<file path="src/rtl/hilo_muldiv.sv">
// HI/LO register file for the EX stage: MT/MF moves, single-cycle MULT/MULTU,
// and a 32-iteration restoring divider for DIV/DIVU that stalls the pipeline.
module hilo_muldiv #(
   parameter int unsigned DATA_W = 32
) (
   input  logic              clk,
   input  logic              resetn,
   input  logic              op_valid,
   input  logic [7:0]        aluop,
   input  logic              write_hilo,
   input  logic [DATA_W-1:0] src_a,
   input  logic [DATA_W-1:0] src_b,
   input  logic              flush,
   output logic              stall_o,
   output logic [DATA_W-1:0] mf_data,
   output logic [DATA_W-1:0] hi_o,
   output logic [DATA_W-1:0] lo_o
);

   localparam int unsigned CNT_W  = $clog2(DATA_W);
   localparam int unsigned PROD_W = 2 * DATA_W;
   localparam logic [CNT_W-1:0] CNT_LAST = CNT_W'(DATA_W - 1);

   localparam logic [7:0] OP_MFHI  = 8'b0001_0000;
   localparam logic [7:0] OP_MTHI  = 8'b0001_0001;
   localparam logic [7:0] OP_MFLO  = 8'b0001_0010;
   localparam logic [7:0] OP_MTLO  = 8'b0001_0011;
   localparam logic [7:0] OP_MULT  = 8'b0001_1000;
   localparam logic [7:0] OP_MULTU = 8'b0001_1001;
   localparam logic [7:0] OP_DIV   = 8'b0001_1010;
   localparam logic [7:0] OP_DIVU  = 8'b0001_1011;

   typedef enum logic {ST_IDLE, ST_BUSY} state_t;

   state_t            state_q, state_d;
   logic [CNT_W-1:0]  count_q, count_d;
   logic [DATA_W-1:0] hi_q, hi_d;
   logic [DATA_W-1:0] lo_q, lo_d;
   logic [DATA_W-1:0] rem_q, rem_d;
   logic [DATA_W-1:0] quo_q, quo_d;
   logic [DATA_W-1:0] dvsr_q, dvsr_d;
   logic              negq_q, negq_d;
   logic              negr_q, negr_d;
   logic              dz_q, dz_d;

   logic              is_div, is_mult, div_signed, mul_signed;
   logic [DATA_W:0]   trial;
   logic [DATA_W-1:0] rem_step, quo_step, abs_a, abs_b;
   logic [PROD_W-1:0] mul_a, mul_b, prod;

   // Operand decode and the shared 2W-bit multiplier (sign- or zero-extended inputs)
   always_comb begin
      is_div     = (aluop == OP_DIV) || (aluop == OP_DIVU);
      is_mult    = (aluop == OP_MULT) || (aluop == OP_MULTU);
      div_signed = (aluop == OP_DIV);
      mul_signed = (aluop == OP_MULT);
      mul_a      = {{DATA_W{mul_signed & src_a[DATA_W-1]}}, src_a};
      mul_b      = {{DATA_W{mul_signed & src_b[DATA_W-1]}}, src_b};
      prod       = mul_a * mul_b;
      abs_a      = (div_signed && src_a[DATA_W-1]) ? -src_a : src_a;
      abs_b      = (div_signed && src_b[DATA_W-1]) ? -src_b : src_b;
   end

   // One restoring step: shift in the next dividend bit, keep the subtraction if no borrow
   always_comb begin
      trial    = {rem_q, quo_q[DATA_W-1]} - {1'b0, dvsr_q};
      rem_step = trial[DATA_W] ? {rem_q[DATA_W-2:0], quo_q[DATA_W-1]} : trial[DATA_W-1:0];
      quo_step = {quo_q[DATA_W-2:0], ~trial[DATA_W]};
   end

   // Next-state and HI/LO write selection
   always_comb begin
      state_d = state_q;
      count_d = count_q;
      hi_d    = hi_q;
      lo_d    = lo_q;
      rem_d   = rem_q;
      quo_d   = quo_q;
      dvsr_d  = dvsr_q;
      negq_d  = negq_q;
      negr_d  = negr_q;
      dz_d    = dz_q;
      stall_o = 1'b0;

      case (state_q)
         ST_IDLE: begin
            if (op_valid && !flush) begin
               if (is_div) begin
                  stall_o = 1'b1;
                  rem_d   = '0;
                  quo_d   = abs_a;
                  dvsr_d  = abs_b;
                  negq_d  = div_signed & (src_a[DATA_W-1] ^ src_b[DATA_W-1]);
                  negr_d  = div_signed & src_a[DATA_W-1];
                  dz_d    = (src_b == '0);
                  count_d = '0;
                  state_d = ST_BUSY;
               end else if (is_mult) begin
                  hi_d = prod[PROD_W-1:DATA_W];
                  lo_d = prod[DATA_W-1:0];
               end else if (write_hilo && aluop == OP_MTHI) begin
                  hi_d = src_a;
               end else if (write_hilo && aluop == OP_MTLO) begin
                  lo_d = src_a;
               end
            end
         end
         ST_BUSY: begin
            stall_o = (count_q != CNT_LAST);
            rem_d   = rem_step;
            quo_d   = quo_step;
            count_d = count_q + CNT_W'(1);
            if (count_q == CNT_LAST) begin
               state_d = ST_IDLE;
               count_d = '0;
               hi_d    = negr_q ? -rem_step : rem_step;
               lo_d    = dz_q ? '1 : (negq_q ? -quo_step : quo_step);
            end
         end
         default: state_d = ST_IDLE;
      endcase

      // Flush discards any pending write, including the final division result
      if (flush) begin
         state_d = ST_IDLE;
         count_d = '0;
         hi_d    = hi_q;
         lo_d    = lo_q;
      end
   end

   always_ff @(posedge clk) begin
      if (!resetn) begin
         state_q <= ST_IDLE;
         count_q <= '0;
         hi_q    <= '0;
         lo_q    <= '0;
         rem_q   <= '0;
         quo_q   <= '0;
         dvsr_q  <= '0;
         negq_q  <= 1'b0;
         negr_q  <= 1'b0;
         dz_q    <= 1'b0;
      end else begin
         state_q <= state_d;
         count_q <= count_d;
         hi_q    <= hi_d;
         lo_q    <= lo_d;
         rem_q   <= rem_d;
         quo_q   <= quo_d;
         dvsr_q  <= dvsr_d;
         negq_q  <= negq_d;
         negr_q  <= negr_d;
         dz_q    <= dz_d;
      end
   end

   always_comb begin
      mf_data = '0;
      if (aluop == OP_MFHI)      mf_data = hi_q;
      else if (aluop == OP_MFLO) mf_data = lo_q;
   end

   assign hi_o = hi_q;
   assign lo_o = lo_q;

endmodule

</file>
<file path="config.mk">
export PLATFORM = sky130hd
export DESIGN_NAME = hilo_muldiv
export DESIGN_NICKNAME = d
export VERILOG_FILES = /design/src/rtl/hilo_muldiv.sv
export SDC_FILE = /design/constraint.sdc
export NUM_CORES = 2
export LEC_CHECK = 0
export ABC_AREA = 1
export BUFFER_PORTS_ARGS = -buffer_cell sky130_fd_sc_hd__buf_2
export CORE_MARGIN = 3
export CORE_UTILIZATION = 65
export DETAILED_ROUTE_END_ITERATION = 7
export PLACE_DENSITY = 0.94
export SETUP_SLACK_MARGIN = 0.5
export SYNTH_ARGS = -nofsm -noshare
export SYNTH_HDL_FRONTEND = slang
export SYNTH_SLANG_ARGS = --single-unit
export TNS_END_PERCENT = 10
</file>
<file path="constraint.sdc">
create_clock -name clk -period 15.9 [get_ports clk]
set_input_delay 2.385 -clock clk [delete_from_list [all_inputs] [get_ports clk]]
set_output_delay 2.385 -clock clk [all_outputs]
set_load 0.01 [all_outputs]
</file>
==> results_dict.tcl <==
set metrics [dict create \
    status "complete, no violations" \
    drt_drc_violations_left 0 \
    required_ns 16.28 \
    hold_start "count_q[4]" \
    final_antenna_net_count 0 \
    cts.sinks 169 \
    port_buffers 173 \
    hpwl_microns 146700 \
    finalHoldViolCount 0 \
    gr-usage-all-layers 0.4426 \
    htree_levels 4 \
    grt_max_degree 75 \
    ios 174 \
    yosys.area.top_type "fa_1" \
    grt_pass1_wl_microns 290700 \
    synth_seq_area_share 0.06365 \
    multi_input_area_sq_um 41190 \
    overflow 0 \
    die_y_microns 292.0 \
    reg2reg_to "lo_o[30]" \
    antenna_found_initial 18 \
    vias 49130 \
    drt-wirelength-per-cell_microns 22.61 \
    synth.avg_cell_area_sq_um 7.382 \
    wl_met3_microns 23380 \
    topRoutingLayerUsed "met5" \
    yosys_warnings 0 \
    die_x_microns 292.0 \
    dpl.cell_count 8142 \
    placementRows 104 \
    path_common_cell "fa_1" \
    cp-end-kind "register" \
    place_area_sq_um 54450 \
    stdcell_count 8186 \
    synthArstFlopShare 0 \
    synth-main-ff-cell "dfxtp_1" \
    regToRegSetupSlack_ns 10.65 \
    rsz0062_at_grt "no" \
    fin_area_sq_um 55060 \
    post_cts_buffers 0 \
    worstSetupPathType "primary input to register" \
    fp.coreArea_sq_um 80810 \
    drive_above_1_share 0.05623 \
    finalClockSkew_ns 0.01568 \
    r2r_cells 25 \
    period_minus_slack_ns 12.15 \
    relSlewSlack 0.1641 \
    synth_edf_count 0 \
    nNetsFinal 8555 \
    seqCellArea_sq_um 3385 \
    postCtsHoldBufs 0 \
    synthCells 7201 \
    path_clk_slew_ns 0.08 \
    synth_nets 8655 \
    clockRootBuffer "clkbuf_16" \
    synth-seq-cells 169 \
    fill_cells 6269 \
    cap_viol_max_count 0 \
    place_congestion 1.056 \
    wl_met1_microns 60200 \
    first_pass_iters 7 \
    timing.rr.start "quo_q[31]" \
    hold_depth 2 \
    cts_resized 0 \
    hold_class "register to register" \
    cts_buffers 17 \
    syn_to_final_growth_pct 3.590 \
    ys_types 61 \
    finalWirelength_microns 185100 \
    setup_violations 0 \
    cts_tree "yes" \
    worst-path-max-fanout 42 \
    final_max_slew_viol_count 0 \
    fin_tns_setup_ns 0 \
    vias_per_cell 6.002 \
    dr.first_iter.drc_count 5736 \
    die-area_sq_um 85250 \
    insertion_delay_ns 0.45 \
    crit_slowest_cell "nor2_1" \
    maxClockFrequency_mhz 82.32 \
    grt_pass1_vias 53430 \
    cp_slowest_stage_delay_ns 0.86 \
    startpoint "aluop[6]" \
    min_period_over_period 0.7640 \
    clockBufferDepth 2 \
    worst_pin_slew_ns 1.244 \
    start_util 0.6578 \
    hold_path_end "count_q[4]" \
    synth.top_cell.area_share 0.4241 \
    wl_met2_microns 82870 \
    synthTopCellsByArea "fa_1, inv_1, nand2_1" \
    synth_area_sq_um 53160 \
    arrival_ns 12.52 \
    critPathLaunchType "primary input" \
]
## cells in the mapped netlist (all sizes together), types with 15 or more instances
library cell     n
xor2            54
nand4           43
clkbuf         273
xnor2           43
a31oi           49
a21oi          307
dfxtp          169
o21ai          250
a21o            15
or2             30
nor2           366
nand2         1849
o22ai           45
fa            1126
a211oi          16
ha             251
inv           1894
nand3          177
nor3            48
buf             94
## sequential cells by signal (all words and copies together), names as in the netlist
register	count
negq_q	1
quo_q	32
dvsr_q	32
dz_q	1
rem_q	32
count_q	5
lo_o	32
state_q	1
negr_q	1
hi_o	32
## area by class of cell
class	instances	share of cell area
multi-input cells	4767	0.7480
inverters	1898	0.1294
flip-flops and latches	169	0.06146
repair buffers	248	0.02595
well taps	1060	0.02409
clock buffers	18	0.007794
clock inverters	14	0.002727
diodes	12	0.0005453
## layer usage
metal | up-vias | global-route usage
li1 | 20780 | -
met1 | 23260 | 0.5147
met2 | 3828 | 0.7033
met3 | 1264 | 0.1105
met4 | 4 | 0.3520
met5 | - | 0
## through the flow
step           utilization  worst slack [ns]  hold slack (ns)
2_1_floorplan            -             5.400           0.4403
3_3_place_gp        0.6739             3.742           0.4548
3_5_place_dp        0.6739             3.552           0.4636
4_1_cts             0.6811             3.980           0.4754
5_1_grt             0.6812             3.404           0.5123
6_report            0.6814             3.753           0.4764
## worst max-delay path, delay by kind of cell
kind | cells | cell delay [ns]
adder cells (fa/ha/maj) | 9 | 4.28
buffers and inverters | 10 | 1.53
AO/OA/AOI/OAI | 2 | 0.28
AND/OR/NAND/NOR | 14 | 4.02
## worst max path at each step
stage,cells past startpoint,slack (ns),to
floorplan,35,5.40,hi_o[29]
global placement,38,3.74,hi_o[17]
detailed placement,35,3.55,hi_o[13]
CTS,35,3.98,hi_o[13]
global route,35,3.40,hi_o[13]
finish,35,3.75,hi_o[13]
## kinds of logic after synthesis
kind of cell | synth area share
AND/OR/NAND/NOR | 0.1971
XOR/XNOR | 0.01598
adder cells (fa/ha/maj) | 0.4831
buffers and inverters | 0.1616
flip-flops | 0.06365
AO/OA/AOI/OAI | 0.07850
## placed cells by master (no fill, tap or decap), types with 13 or more instances in the layout
master | synthesis | final
a21o_1 | 15 | 15
or2_2 | 29 | 29
buf_4 | 1 | 75
nor4_1 | 13 | 13
fa_1 | 1126 | 1126
xnor2_1 | 43 | 43
buf_2 | 9 | 173
o22ai_1 | 45 | 45
nand3_1 | 167 | 167
nand2_1 | 1817 | 1817
o21ai_0 | 233 | 233
xor2_1 | 54 | 54
nand4_1 | 42 | 42
nor2_1 | 350 | 349
clkbuf_16 | 0 | 17
inv_1 | 1884 | 1883
nor3_1 | 44 | 44
ha_1 | 251 | 251
dfxtp_1 | 169 | 168
nand2_2 | 20 | 20
a211oi_1 | 16 | 16
a21oi_1 | 302 | 302
a31oi_1 | 49 | 49
Power is not shown: default switching activity piles up to over one toggle a cycle in this logic, so the estimate is an artifact.
